`config.mk`:
```
export PLATFORM = sky130hd
export DESIGN_NAME = inout_gen_stream
export DESIGN_NICKNAME = d
export VERILOG_FILES = /design/src/rtl/inout_gen_stream.sv
export SDC_FILE = /design/constraint.sdc
export NUM_CORES = 1
export LEC_CHECK = 0
export CAP_MARGIN = 20
export CELL_PAD_IN_SITES_DETAIL_PLACEMENT = 0
export CELL_PAD_IN_SITES_GLOBAL_PLACEMENT = 1
export CORE_MARGIN = 5
export CORE_UTILIZATION = 35
export DETAILED_ROUTE_END_ITERATION = 7
export HOLD_SLACK_MARGIN = 0.1
export MAX_ROUTING_LAYER = met4
export PLACE_DENSITY_LB_ADDON = 0.1
export SYNTH_ARGS = -nofsm -noshare
export SYNTH_HDL_FRONTEND = slang
export SYNTH_SLANG_ARGS = --single-unit
```
`constraint.sdc`:
```
create_clock -name clk -period 6.1 [get_ports clk]
set_clock_uncertainty 0.15 [all_clocks]
set_input_delay 0.61 -clock clk [delete_from_list [all_inputs] [get_ports clk]]
set_output_delay 0.61 -clock clk [all_outputs]
set_load 0.02 [all_outputs]
```
`src/rtl/inout_gen_stream.sv`:
```
// Parametrised NTT test-vector generator: streams N/LANES packed words over valid/ready
// and serves a registered random-access read port. Optional LFSR mode via INOUT_GEN_LFSR_EN.
module inout_gen_stream #(
   parameter int COEF_W = 8,
   parameter int LANES  = 2,
   parameter int N      = 256,
   parameter int ADDR_W = $clog2(N / LANES)
) (
   input  logic                    clk,
   input  logic                    rst_n,
   input  logic                    start,
   input  logic [1:0]              mode,
   input  logic [COEF_W-1:0]       seed,
   input  logic [COEF_W-1:0]       step,
   output logic                    busy,
   output logic                    out_valid,
   input  logic                    out_ready,
   output logic [LANES*COEF_W-1:0] out_data,
   output logic                    out_last,
   output logic                    done,
   input  logic [ADDR_W-1:0]       rd_addr,
   output logic [LANES*COEF_W-1:0] rd_data
);
   // state  | meaning
   // S_IDLE | waiting for start; cfg holds the last accepted configuration
   // S_RUN  | streaming word k; out_valid and busy high

   localparam int WORD_W = LANES * COEF_W;
   localparam logic [ADDR_W-1:0] K_LAST = ADDR_W'(N / LANES - 1);

   typedef enum logic {S_IDLE, S_RUN} state_t;
   state_t state_q, state_d;

   logic [1:0]        mode_q;
   logic [COEF_W-1:0] seed_q;
   logic [COEF_W-1:0] step_q;
   logic [ADDR_W-1:0] k_q;
   logic              done_q;
   logic              launch;
   logic              xfer;
   logic              last_xfer;
   logic [WORD_W-1:0] stream_word;
   logic [WORD_W-1:0] rd_word;

   function automatic logic [COEF_W-1:0] coef(input logic [1:0] m,
                                              input logic [COEF_W-1:0] s,
                                              input logic [COEF_W-1:0] st,
                                              input logic [COEF_W-1:0] i);
      case (m)
         2'd1:    coef = s;
         2'd2:    coef = s + i * st;
         default: coef = s + i;
      endcase
   endfunction

   // Index only matters modulo 2^COEF_W, so truncating it before the multiply is exact.
   function automatic logic [WORD_W-1:0] word_at(input logic [1:0] m,
                                                 input logic [COEF_W-1:0] s,
                                                 input logic [COEF_W-1:0] st,
                                                 input logic [ADDR_W-1:0] kk);
      logic [WORD_W-1:0] w;
      w = '0;
      for (int j = 0; j < LANES; j++)
         w[(LANES-j)*COEF_W-1 -: COEF_W] = coef(m, s, st, COEF_W'(int'(kk) * LANES + j));
      return w;
   endfunction

   assign busy      = (state_q == S_RUN);
   assign out_valid = (state_q == S_RUN);
   assign out_last  = (state_q == S_RUN) && (k_q == K_LAST);
   assign done      = done_q;
   assign launch    = (state_q == S_IDLE) && start;
   assign xfer      = out_valid && out_ready;
   assign last_xfer = xfer && out_last;

   always_comb begin
      state_d = state_q;
      case (state_q)
         S_IDLE:  if (start) state_d = S_RUN;
         S_RUN:   if (last_xfer) state_d = S_IDLE;
         default: state_d = S_IDLE;
      endcase
   end

   always_ff @(posedge clk or negedge rst_n) begin
      if (!rst_n) begin
         state_q <= S_IDLE;
         mode_q  <= '0;
         seed_q  <= '0;
         step_q  <= '0;
         k_q     <= '0;
         done_q  <= 1'b0;
      end else begin
         state_q <= state_d;
         done_q  <= last_xfer;
         if (launch) begin
            mode_q <= mode;
            seed_q <= seed;
            step_q <= step;
            k_q    <= '0;
         end else if (xfer) begin
            k_q <= last_xfer ? '0 : k_q + ADDR_W'(1);
         end
      end
   end

`ifdef INOUT_GEN_LFSR_EN
   // Galois form of x^32+x^22+x^2+x+1; the seed OR keeps the state nonzero. Needs COEF_W <= 16.
   localparam logic [31:0] LFSR_TAPS = 32'h8020_0003;
   localparam logic [31:0] LFSR_INIT = 32'hACE1_0000;

   logic [31:0]       lfsr_q;
   logic [31:0]       lfsr_adv;
   logic [WORD_W-1:0] lfsr_word;

   function automatic logic [31:0] lfsr_next(input logic [31:0] s);
      lfsr_next = {1'b0, s[31:1]} ^ (s[0] ? LFSR_TAPS : 32'h0);
   endfunction

   always_comb begin
      logic [31:0] s;
      s         = lfsr_q;
      lfsr_word = '0;
      for (int j = 0; j < LANES; j++) begin
         s = lfsr_next(s);
         lfsr_word[(LANES-j)*COEF_W-1 -: COEF_W] = s[COEF_W-1:0];
      end
      lfsr_adv = s;
   end

   always_ff @(posedge clk or negedge rst_n) begin
      if (!rst_n)
         lfsr_q <= LFSR_INIT;
      else if (launch)
         lfsr_q <= LFSR_INIT | 32'(seed);
      else if (xfer)
         lfsr_q <= lfsr_adv;
   end

   always_comb begin
      stream_word = word_at(mode_q, seed_q, step_q, k_q);
      rd_word     = word_at(mode_q, seed_q, step_q, rd_addr);
      if (mode_q == 2'd3) begin
         stream_word = lfsr_word;
         rd_word     = '0;
      end
   end
`else
   always_comb begin
      stream_word = word_at(mode_q, seed_q, step_q, k_q);
      rd_word     = word_at(mode_q, seed_q, step_q, rd_addr);
   end
`endif

   assign out_data = out_valid ? stream_word : '0;

   always_ff @(posedge clk or negedge rst_n) begin
      if (!rst_n)
         rd_data <= '0;
      else
         rd_data <= rd_word;
   end

endmodule

```
==> results.json, run 1 <==
{
  "vias": 4588,
  "numPortBuffers": 64,
  "num-nets-final": 906,
  "ant_nets": 0,
  "rows": 47,
  "htree_levels": 2,
  "intPower_mw": 1.46,
  "core_sq_um": 16600,
  "synth_mux_area_frac": 0.0300,
  "clockBufferDepth": 2,
  "die_h_um": 141,
  "final.setup.worst_slack_ns": 0.436,
  "routedWlPerCell_um": 17.8,
  "fmax_mhz": 177,
  "seqPwrFrac": 0.140,
  "dpl.hpwl_mm": 14.1,
  "synth_fa_ha_area_frac": 0.355,
  "cts.sinks": 43,
  "grt_max_degree": 44,
  "critPathBufInv": 2,
  "start_util": 0.358,
  "cts_root_buf": "clkbuf_16",
  "slew-limit-headroom": 0.555,
  "placed_area_sq_um": 6920,
  "drv_cap": 0,
  "min_period_ns": 5.66,
  "critPathLaunchType": "flip-flop",
  "die_area_sq_um": 19700,
  "end_kind": "primary output",
  "path_delay_family": "adder cells",
  "hold_ws_ns": 0.254,
  "syn_area_sq_um": 5960,
  "rsz0062_at_grt": "false",
  "antenna_found_initial": 0,
  "hold_path_class": "in2async",
  "netSwitchingFraction": 0.452,
  "synth_compound_area_frac": 0.122,
  "tightest_slew_ns": 0.668,
  "slew_violations": 0,
  "drt-total-wl_mm": 17.1,
  "synth_top_family_by_area": "adder cells",
  "synth_area_per_cell_sq_um": 8.87,
  "path_cells": "nand2_1 -> fa_1 -> inv_1 -> ha_1 -> fa_1 -> fa_1 -> ha_1 -> xnor2_1 -> mux2_2 -> ha_1 -> xor2_1 -> o21a_1 -> nor2_1 -> clkdlybuf4s50_1",
  "synth_xor_area_frac": 0.113,
  "crit_slowest_cell": "clkdlybuf4s50_1",
  "seq_area_frac_synth": 0.181,
  "p_leak_nw": 3.57,
  "clkTransAtPathRegs_ns": 0.07,
  "num_io_pins": 65,
  "crit_type": "reg2out",
  "grt_usage": 0.183,
  "post-cts-setup-buffer-count": 0,
  "clkLatencyLatePin_ns": 0.30,
  "fillers": 1676,
  "p_switching_mw": 1.20,
  "pre_cts_ws_ns": 0.358,
  "synth_edf_count": 0,
  "critPathMaxStageDelay_ns": 0.64,
  "setup_viol": 0,
  "yosysWarnings": 0,
  "drive_gt1_frac": 0.0743,
  "synth-simple-area-share": 0.103,
  "grt_pass1_wl_mm": 27.0,
  "async_flop_share": 1.00,
  "finalHoldViolCount": 0,
  "cp_data_arrival_time_ns": 4.90,
  "clock_power_share": 0.137,
  "grt_pass1_vias": 4795,
  "powerDensity_nw_per_um2": 374,
  "combPwrFrac": 0.723,
  "synth_ff_type": "dfrtp_1",
  "status": "complete, no violations",
  "fin_area_sq_um": 7120,
  "route.detailed.drc": 0,
  "die_x_um": 141,
  "gp_congestion": 0.880,
  "syn_inst": 672,
  "utilization": 0.428,
  "synth_nets": 839,
  "timing.final.crit_share": 0.929,
  "required_ns": 5.34,
  "gr-total-overflow": 0,
  "area_growth_pct": 19.5,
  "ys_ff_latch": 43,
  "via_per_inst": 4.78,
  "worstPathMaxFanout": 4,
  "drt-initial-drc-count": 240,
  "num_antenna_cells": 0,
  "cts_tree": "yes",
  "cts_made_buffers": 5,
  "first_pass_iters": 4,
  "fin_tns_setup_ns": 0,
  "ir_drop_mv": 0.174,
  "synth_cell_types": 43
}
## cell usage in the layout, fill, tap and decap left out, drive strengths merged, types with 2 or more instances in the layout
| cell type | synthesis | final |
|---|---|---|
| inv | 121 | 121 |
| ha | 86 | 86 |
| nand2 | 74 | 74 |
| clkdlybuf4s50 | 0 | 60 |
| xnor2 | 53 | 53 |
| fa | 52 | 52 |
| dfrtp | 43 | 43 |
| a21oi | 42 | 42 |
| o21ai | 32 | 32 |
| nor2 | 23 | 23 |
| buf | 10 | 23 |
| and2 | 22 | 22 |
| xor2 | 18 | 18 |
| a21o | 16 | 16 |
| mux2 | 15 | 15 |
| a221oi | 8 | 8 |
| o21bai | 6 | 6 |
| nand2b | 5 | 5 |
| clkbuf | 16 | 5 |
| a311oi | 4 | 4 |
| nor3 | 3 | 3 |
| dlymetal6s2s | 0 | 3 |
| nand4 | 2 | 2 |
| or3 | 2 | 2 |
| or2 | 2 | 2 |
| xnor3 | 2 | 2 |
| o211ai | 2 | 2 |
| a211o | 2 | 2 |
| bufinv | 0 | 2 |
| nor2b | 2 | 2 |
## power groups by stage
stage | clock network (mW) | logic (mW) | registers, mW
6_report | 0.366 | 1.93 | 0.374
3_5_place_dp | 0 | 1.95 | 0.381
2_1_floorplan | 0 | 1.33 | 0.399
4_1_cts | 0.374 | 1.96 | 0.374
5_1_grt | 0.383 | 2.15 | 0.382
3_3_place_gp | 0 | 1.93 | 0.378
## flip-flops by register name, indices dropped and copies added (netlist names)
register  cells
busy          1
mode_q        2
done          1
k_q           7
seed_q        8
step_q        8
rd_data      16
## repair_timing
action	4_1_cts	5_1_grt
endpoints found under the setup margin	0	3
resized for setup	0	4
hold buffers	0	0
## cell usage after synthesis (all sizes together) (16+ instances only)
library cell,n,share of area
xnor2,53,0.079
fa,52,0.17
nor2,23,0.014
dfrtp,43,0.18
inv,121,0.076
xor2,18,0.026
o21ai,32,0.027
nand2,74,0.047
a21o,16,0.020
and2,22,0.023
ha,86,0.18
a21oi,42,0.037
clkbuf,16,0.010
## path summary, 6_finish.rpt
check | startpoint | end | slack (ns) | depth (start not counted)
worst max-delay path | k_q[3] | out_data[14] | 0.44 | 14
worst min-delay path | rst_n | rd_data[5] | 0.25 | 2
worst max register to register | step_q[3] | rd_data[15] | 1.34 | 18
worst min register to register | step_q[7] | step_q[7] | 0.38 | 1
max in group asynchronous | rst_n | step_q[1] | 5.08 | 2
min in group clk | step_q[7] | step_q[7] | 0.38 | 1
## stage by stage
step	power [mW]	instances
final	2.67	960
after global routing	2.91	960
after CTS	2.71	960
after detailed placement	2.33	952
after global placement	2.31	952
after floorplan	1.72	672
## kinds of logic after synthesis
logic type	after synthesis
XOR/XNOR	73
adder cells (fa/ha/maj)	138
AO/OA/AOI/OAI	118
flip-flops	43
AND/OR/NAND/NOR	137
multiplexers	16
buffers and inverters	147
## final cells by class
class	count	area, sq um	area share
clock buffers	5	125	0.0176
clock inverters	3	67.6	0.00949
inverters	121	454	0.0638
multi-input cells	482	4320	0.606
flip-flops and latches	43	1080	0.151
well taps	220	275	0.0386
repair buffers	86	808	0.113
## metal layers
metal / track usage / part of all wire / vias up
li1: - / - / 2292
met1: 0.255 / 0.49 / 2187
met2: 0.289 / 0.46 / 101
met3: 0.0293 / 0.051 / 8
met4: 0.0265 / 0.0075 / 0
met5: - / 0 / -
(Power assumes the default switching activity.)
==> run 2, diff against run 1 <==
--- a/config.mk
+++ b/config.mk
@@ -10,6 +10,7 @@
 export CELL_PAD_IN_SITES_GLOBAL_PLACEMENT = 1
 export CORE_MARGIN = 5
 export CORE_UTILIZATION = 35
+export CTS_CLUSTER_DIAMETER = 40
 export DETAILED_ROUTE_END_ITERATION = 7
 export HOLD_SLACK_MARGIN = 0.1
 export MAX_ROUTING_LAYER = met4
==> results of run 2 <==
Final layout, timing and power as in run 1 (identical DEF).
